==> config.mk <==
export PLATFORM = sky130hd
export DESIGN_NAME = router_pkt_tx_flat
export DESIGN_NICKNAME = d
export VERILOG_FILES = /design/src/rtl/router_pkg.sv /design/src/rtl/router_pkt_tx_if.sv /design/src/rtl/router_tx_buf.sv /design/src/rtl/router_pkt_tx.sv /design/src/flat_wrapper.sv
export SDC_FILE = /design/constraint.sdc
export NUM_CORES = 1
export LEC_CHECK = 0
export CAP_MARGIN = 10
export CORE_AREA = 2 2 229 175
export DETAILED_ROUTE_END_ITERATION = 8
export DIE_AREA = 0 0 231 177
export GPL_TIMING_DRIVEN = 0
export PLACE_DENSITY = 0.76
export SETUP_SLACK_MARGIN = 0.4
export SKIP_CTS_REPAIR_TIMING = 1
export SYNTH_ARGS = -nofsm -noshare
export SYNTH_HDL_FRONTEND = slang
export SYNTH_SLANG_ARGS = --single-unit
export TNS_END_PERCENT = 20
==> constraint.sdc <==
create_clock -name clock -period 4.5 [get_ports clock]
set_input_delay 0.9 -clock clock [delete_from_list [all_inputs] [get_ports clock]]
set_output_delay 0.9 -clock clock [all_outputs]
set_load 0.01 [all_outputs]
==> src/rtl/router_pkg.sv <==
// Shared types and constants for the router packet transmitter.
// Holds the FSM state enum, header packing helper and field widths.
package router_pkg;

    localparam int MAX_LEN = 63;
    localparam int ADDR_W  = 2;
    localparam int LEN_W   = $clog2(MAX_LEN + 1);

    typedef enum logic [2:0] {
        IDLE,
        HDR,
        PLD,
        PAR,
        GAP
    } tx_state_t;

    function automatic logic [7:0] hdr_pack(
        input logic [LEN_W-1:0]  len,
        input logic [ADDR_W-1:0] dest
    );
        return {len, dest};
    endfunction

endpackage

==> src/rtl/router_pkt_tx_if.sv <==
// Bundle of the transmitter's buffer, request and router-side signals.
// slave: the transmitter's view; master: the driver/router side view.
interface router_pkt_tx_if #(
    parameter int DEPTH = 64
);
    import router_pkg::*;

    localparam int CW = $clog2(DEPTH) + 1;

    logic              wr_en;
    logic [7:0]        wr_data;
    logic              buf_full;
    logic [CW-1:0]     buf_count;
    logic              wr_ovf;
    logic              start;
    logic [ADDR_W-1:0] dest;
    logic [LEN_W-1:0]  len;
    logic              corrupt;
    logic              start_ready;
    logic              busy;
    logic [7:0]        data_out;
    logic              pkt_valid;
    logic              tx_active;
    logic              pkt_done;
    logic [15:0]       pkt_cnt;

    modport slave (
        input  wr_en, wr_data, start, dest, len, corrupt, busy,
        output buf_full, buf_count, wr_ovf, start_ready,
        output data_out, pkt_valid, tx_active, pkt_done, pkt_cnt
    );

    modport master (
        output wr_en, wr_data, start, dest, len, corrupt, busy,
        input  buf_full, buf_count, wr_ovf, start_ready,
        input  data_out, pkt_valid, tx_active, pkt_done, pkt_cnt
    );

endinterface

==> src/rtl/router_tx_buf.sv <==
// First-word-fall-through payload FIFO with drop-on-full overflow pulse.
// Ports: i_push/i_data write, i_pop read, o_head, o_count, o_full, o_ovf.
module router_tx_buf #(
    parameter int DEPTH = 64
) (
    input  logic                     i_clock,
    input  logic                     i_reset,
    input  logic                     i_push,
    input  logic [7:0]               i_data,
    input  logic                     i_pop,
    output logic [7:0]               o_head,
    output logic [$clog2(DEPTH):0]   o_count,
    output logic                     o_full,
    output logic                     o_ovf
);

    localparam int AW = $clog2(DEPTH);
    localparam int CW = AW + 1;

    logic [7:0]    r_mem [DEPTH];
    logic [AW-1:0] r_wr_ptr;
    logic [AW-1:0] r_rd_ptr;
    logic [CW-1:0] r_count;
    logic          r_ovf;

    logic w_full;
    logic w_push;
    logic w_pop;

    // Full comes from the count register, so the write decision
    // uses the occupancy as it stood before this edge.
    assign w_full = (r_count == CW'(DEPTH));
    assign w_push = i_push && !w_full;
    assign w_pop  = i_pop && (r_count != '0);

    always_ff @(posedge i_clock or posedge i_reset) begin
        if (i_reset) begin
            r_wr_ptr <= '0;
            r_rd_ptr <= '0;
            r_count  <= '0;
            r_ovf    <= 1'b0;
        end else begin
            r_ovf <= i_push && w_full;
            if (w_push) r_wr_ptr <= r_wr_ptr + 1'b1;
            if (w_pop)  r_rd_ptr <= r_rd_ptr + 1'b1;
            r_count <= r_count + CW'(w_push) - CW'(w_pop);
        end
    end

    always_ff @(posedge i_clock) begin
        if (w_push) r_mem[r_wr_ptr] <= i_data;
    end

    assign o_head  = r_mem[r_rd_ptr];
    assign o_count = r_count;
    assign o_full  = w_full;
    assign o_ovf   = r_ovf;

endmodule

==> src/rtl/router_pkt_tx.sv <==
// Router packet source: header, buffered payload, then parity byte.
// Ports: clock, reset, bus (slave view of router_pkt_tx_if).
module router_pkt_tx
    import router_pkg::*;
#(
    parameter int DEPTH = 64,
    parameter int IFG   = 2
) (
    input  logic            clock,
    input  logic            reset,
    router_pkt_tx_if.slave  bus
);

    localparam int CW = $clog2(DEPTH) + 1;
    localparam int GW = (IFG > 1) ? $clog2(IFG) : 1;

    tx_state_t        r_state;
    logic [7:0]       r_data;
    logic [7:0]       r_par;
    logic             r_valid;
    logic             r_active;
    logic             r_done;
    logic             r_corrupt;
    logic [LEN_W-1:0] r_rem;
    logic [15:0]      r_cnt;
    logic [GW-1:0]    r_gap;

    logic [7:0]       w_head;
    logic [CW-1:0]    w_count;
    logic             w_full;
    logic             w_ovf;
    logic             w_pop;
    logic             w_ready;

    // Pop exactly when a header/payload byte is consumed and more
    // payload is still owed.
    assign w_pop = !bus.busy && (r_rem != '0) &&
                   ((r_state == HDR) || (r_state == PLD));

    assign w_ready = (r_state == IDLE) && (bus.len != '0) &&
                     (w_count >= CW'(bus.len));

    router_tx_buf #(
        .DEPTH (DEPTH)
    ) u_buf (
        .i_clock (clock),
        .i_reset (reset),
        .i_push  (bus.wr_en),
        .i_data  (bus.wr_data),
        .i_pop   (w_pop),
        .o_head  (w_head),
        .o_count (w_count),
        .o_full  (w_full),
        .o_ovf   (w_ovf)
    );

    always_ff @(posedge clock or posedge reset) begin
        if (reset) begin
            r_state   <= IDLE;
            r_data    <= '0;
            r_par     <= '0;
            r_valid   <= 1'b0;
            r_active  <= 1'b0;
            r_done    <= 1'b0;
            r_corrupt <= 1'b0;
            r_rem     <= '0;
            r_cnt     <= '0;
            r_gap     <= '0;
        end else begin
            r_done <= 1'b0;
            unique case (r_state)
                IDLE: begin
                    if (bus.start && w_ready) begin
                        r_state   <= HDR;
                        r_data    <= hdr_pack(bus.len, bus.dest);
                        r_par     <= hdr_pack(bus.len, bus.dest);
                        r_valid   <= 1'b1;
                        r_active  <= 1'b1;
                        r_rem     <= bus.len;
                        r_corrupt <= bus.corrupt;
                    end
                end
                HDR, PLD: begin
                    if (!bus.busy) begin
                        if (r_rem != '0) begin
                            r_data  <= w_head;
                            r_par   <= r_par ^ w_head;
                            r_rem   <= r_rem - 1'b1;
                            r_state <= PLD;
                        end else begin
                            r_data  <= r_par ^ {8{r_corrupt}};
                            r_valid <= 1'b0;
                            r_state <= PAR;
                        end
                    end
                end
                PAR: begin
                    if (!bus.busy) begin
                        r_data   <= '0;
                        r_done   <= 1'b1;
                        r_active <= 1'b0;
                        r_cnt    <= r_cnt + 16'd1;
                        r_gap    <= '0;
                        r_state  <= (IFG == 0) ? IDLE : GAP;
                    end
                end
                GAP: begin
                    if (r_gap == GW'((IFG > 0) ? IFG - 1 : 0)) begin
                        r_state <= IDLE;
                    end else begin
                        r_gap <= r_gap + 1'b1;
                    end
                end
                default: r_state <= IDLE;
            endcase
        end
    end

    assign bus.buf_full    = w_full;
    assign bus.buf_count   = w_count;
    assign bus.wr_ovf      = w_ovf;
    assign bus.start_ready = w_ready;
    assign bus.data_out    = r_data;
    assign bus.pkt_valid   = r_valid;
    assign bus.tx_active   = r_active;
    assign bus.pkt_done    = r_done;
    assign bus.pkt_cnt     = r_cnt;

endmodule
==> src/flat_wrapper.sv <==
// flat-port wrapper written by rule: the top's interface ports become plain ports
module router_pkt_tx_flat import router_pkg::*;
#(
    parameter int DEPTH = 64,
    parameter int IFG   = 2
)
  (clock, reset, bus_wr_en, bus_wr_data, bus_start, bus_dest, bus_len, bus_corrupt, bus_busy, bus_buf_full, bus_buf_count, bus_wr_ovf, bus_start_ready, bus_data_out, bus_pkt_valid, bus_tx_active, bus_pkt_done, bus_pkt_cnt);
  router_pkt_tx_if #(.DEPTH(DEPTH)) bus_i ();
  input  logic clock;
  input  logic reset;
  input wire logic [$bits(bus_i.wr_en)-1:0] bus_wr_en;
  input wire logic [$bits(bus_i.wr_data)-1:0] bus_wr_data;
  input wire logic [$bits(bus_i.start)-1:0] bus_start;
  input wire logic [$bits(bus_i.dest)-1:0] bus_dest;
  input wire logic [$bits(bus_i.len)-1:0] bus_len;
  input wire logic [$bits(bus_i.corrupt)-1:0] bus_corrupt;
  input wire logic [$bits(bus_i.busy)-1:0] bus_busy;
  output wire logic [$bits(bus_i.buf_full)-1:0] bus_buf_full;
  output wire logic [$bits(bus_i.buf_count)-1:0] bus_buf_count;
  output wire logic [$bits(bus_i.wr_ovf)-1:0] bus_wr_ovf;
  output wire logic [$bits(bus_i.start_ready)-1:0] bus_start_ready;
  output wire logic [$bits(bus_i.data_out)-1:0] bus_data_out;
  output wire logic [$bits(bus_i.pkt_valid)-1:0] bus_pkt_valid;
  output wire logic [$bits(bus_i.tx_active)-1:0] bus_tx_active;
  output wire logic [$bits(bus_i.pkt_done)-1:0] bus_pkt_done;
  output wire logic [$bits(bus_i.pkt_cnt)-1:0] bus_pkt_cnt;
  assign bus_i.wr_en = bus_wr_en;
  assign bus_i.wr_data = bus_wr_data;
  assign bus_i.start = bus_start;
  assign bus_i.dest = bus_dest;
  assign bus_i.len = bus_len;
  assign bus_i.corrupt = bus_corrupt;
  assign bus_i.busy = bus_busy;
  assign bus_buf_full = bus_i.buf_full;
  assign bus_buf_count = bus_i.buf_count;
  assign bus_wr_ovf = bus_i.wr_ovf;
  assign bus_start_ready = bus_i.start_ready;
  assign bus_data_out = bus_i.data_out;
  assign bus_pkt_valid = bus_i.pkt_valid;
  assign bus_tx_active = bus_i.tx_active;
  assign bus_pkt_done = bus_i.pkt_done;
  assign bus_pkt_cnt = bus_i.pkt_cnt;
  router_pkt_tx #(.DEPTH(DEPTH), .IFG(IFG)) u_core (.clock(clock), .reset(reset), .bus(bus_i));
endmodule
==> results.cfg, run 1 <==
[timing]
rsz0062_at_grt = true
clock.fmax_ghz = 0.2485
worst_pin_slew_ns = 1.047
timing.hold.ws_ns = 0.4734
setup_tns_ns = 0
fin_crit_ns = 4.024
min_period_over_period_pct = 89.43
maxSlewViolCount = 0
hold_viol = 0
setup_violations = 0
skew_ns = 0.02734
fin_ws_ns = 0.4755
max_slew_margin_pct = 30.19

[finish]
multi_input_comb_area_sq_um = 6102
nets = 1492
final_area_sq_um = 26810
seq_area_sq_um = 17030
nFillCells = 2452
synthToLayoutAreaGrowth_pct = 13.13
final_cells = 2013
fin_util_pct = 69.12
drive_gt1_share_pct = 17.36

[die]
die_h_microns = 177
dieArea_sq_um = 40890
fp-row-count = 63
num_io_pins = 59
die_x_microns = 231
coreArea_sq_um = 38780
start_util_pct = 61.10

[clocking]
htreeDepth = 2
cts_num_sinks = 578
clk_pin_slew_ns = 0.07
clockBufferDepth = 3
ctsRootBufferMaster = clkbuf_16
worstSkewPairLatency_ns = 0.61
cts_tree = yes
cts_buffers = 52

[power_and_ir_drop]
p_total_mw = 17.20
ir_drop_mv = 0.3657
p_leak_nw = 9.026
p_per_area_nw_per_um2 = 641.6

[synthesis]
syn_nets = 1372
post-synth-top-area-fraction_pct = 64.88
ys_seq_elements = 578
synthTopCellsByArea = edfxtp_1, mux4_2, dfrtp_1, mux2i_1, nor2_1
synth_ff_type = edfxtp_1
avgSynthCellArea_sq_um = 17.82
synth_largest_area_cell = edfxtp_1
netlist_instances = 1330
synth_common_cells = edfxtp_1, nor2_1, mux4_2, dfrtp_1, mux2i_1
async_reset_ff_share_pct = 11.42
syn_area_sq_um = 23700
synth_edf_count = 512
yosys_warnings = 0
yosysSeqAreaShare_pct = 71.85
ys_types = 73
post-synth-top-count-cell = edfxtp_1

[drt]
vias_per_cell = 6.638
wirelength_microns = 58970
vias = 13360
drc = 0
postRouteAntennaNets = 0
drt-initial-drc-count = 2085
dr.pass1.iters = 5
wl_per_cell_microns = 29.30

[setup_path]
arrival_ns = 3.12
path_cells = clkdlybuf4s50_1 > inv_1 > ha_1 > nand2_1 > o21ai_2 > a21oi_2 > nor4b_1 > clkdlybuf4s50_1
endpoint_kind = primary output
critPathLaunchType = input port
slowest_stage = clkdlybuf4s50_1
cp_data_required_time_ns = 3.60
critical-path-max-stage-delay_ns = 0.58
cp_common_cell = clkdlybuf4s50_1
crit_family = buffers and inverters
worstPathMaxFanout = 5
cp.buffers_inverters = 3
worstSetupPathType = in -> out

[global_route]
grt_use_total_pct = 29.83
grt_pass1_vias = 13080
grt_pass1_wl_microns = 87450
grt_max_degree = 67
antenna_found_initial = 1
grt-ovfl-total = 0

[worst_hold_path]
hold_path.class = reg -> reg

[placement]
dp_slack_ns = 0.2008
place_area_sq_um = 25060
gp_congestion = 0.9253
dp.cells = 1916
numPortBuffers = 58
place_hpwl_microns = 38960

[outcome]
status = finished clean

[job]
drv_cap = 0
## routing by layer
metal,GRT usage (%),up-vias,wire length (microns)
met4,7.903,0,1398
li1,-,5549,-
met2,43.96,859,26630
met5,0,-,0
met3,7.104,96,7016
met1,45.49,6859,23930
## worst reg2reg max path, stage by stage, from the launching register on
cell and delay (ns):
dfrtp_1 0.42, inv_1 0.10, ha_1 0.19, nor4bb_2 0.18, nand2_1 0.09, and2_1 0.14, clkbuf_1 0.40, inv_1 0.25
nor2_1 0.26, nand3_1 0.53, nor2_1 0.92
## final cells by class
cell class                      instances  area share (%)
Antenna cell                            1        0.009335
Buffer                                 72           1.764
Clock buffer                           60           4.966
Clock inverter                         36           1.489
Inverter                               29          0.4154
Multi-Input combinational cell        651           22.76
Sequential cell                       578           63.51
Tap cell                              520           2.427
Timing Repair Buffer                   66           2.651
## kinds of logic (layout without fill, tap and decap cells)
kind of cell | Yosys count | in the layout | share of synthesized area (%)
simple gates | 236 | 236 | 4.926
xor+xnor | 40 | 40 | 1.510
other cells | 0 | 1 | 0
fa+ha+maj | 20 | 20 | 1.088
buf+inv | 101 | 263 | 2.455
mux | 165 | 165 | 12.14
compound gates | 190 | 190 | 6.030
flops | 578 | 578 | 71.85
## cells in the final DEF (no fill, tap or decap), types with 8 or more instances in the layout
cell type,n
edfxtp_1,512
nor2_1,108
mux4_2,91
dfrtp_1,66
mux2i_1,65
clkbuf_16,52
clkdlybuf4s50_1,49
nand2_1,37
clkbuf_1,31
buf_2,29
xnor2_1,28
inv_1,28
a21oi_1,23
a22oi_1,21
nand3_1,20
a22o_1,20
ha_1,19
o22ai_1,17
clkinv_1,16
o21ai_0,14
nor3_1,12
a211oi_1,12
xor2_1,11
buf_6,11
o221ai_1,11
buf_12,10
o22a_1,9
buf_4,8
nand4_1,8
a31oi_1,8
nand3b_1,8
bufinv_16,8
## state kept, by name, indices dropped and copies added (netlist names)
name and flops:
u_core.u_buf.o_count 7, u_core.u_buf.r_wr_ptr 6, u_core.bus.pkt_done 1, u_core.r_corrupt 1, u_core.bus.data_out 8, u_core.r_state 3, u_core.r_rem 6, u_core.bus.pkt_valid 1
u_core.r_gap 1, u_core.u_buf.r_mem 512, u_core.bus.tx_active 1, u_core.u_buf.o_ovf 1, u_core.u_buf.r_rd_ptr 6, u_core.r_par 8, u_core.bus.pkt_cnt 16
## report_power, final
part	switching (mW)	internal (mW)	total [mW]
Sequential	0.240	6.25	6.49
Combinational	3.68	2.48	6.16
Clock	1.96	2.59	4.55
Total	5.88	11.3	17.2
## path summary, 6_finish.rpt
check                                                   start                            endpoint  cells past startpoint  slack, ns
max in group asynchronous                               reset        u_core.u_buf.o_ovf$_DFF_PP0_                      2       3.11
max                                                bus_len[2]                     bus_start_ready                      8       0.48
min reg2reg                u_core.bus.pkt_cnt[15]$_DFFE_PP0P_  u_core.bus.pkt_cnt[15]$_DFFE_PP0P_                      1       0.47
max reg2reg                 u_core.u_buf.o_count[3]$_DFF_PP0_  u_core.u_buf.r_mem[6][3]$_DFFE_PP_                     10       0.64
min                        u_core.bus.pkt_cnt[15]$_DFFE_PP0P_  u_core.bus.pkt_cnt[15]$_DFFE_PP0P_                      1       0.47
min in group asynchronous                               reset   u_core.bus.pkt_cnt[8]$_DFFE_PP0P_                      2       0.84
(Power assumes the default switching activity.)
==> run 2: changes to the inputs <==
--- a/config.mk
+++ b/config.mk
@@ -7,6 +7,7 @@
 export LEC_CHECK = 0
 export CAP_MARGIN = 10
 export CORE_AREA = 2 2 229 175
+export CTS_CLUSTER_SIZE = 30
 export DETAILED_ROUTE_END_ITERATION = 8
 export DIE_AREA = 0 0 231 177
 export GPL_TIMING_DRIVEN = 0
==> results of run 2 <==
The final DEF is identical to that of run 1; final timing and power are the same.
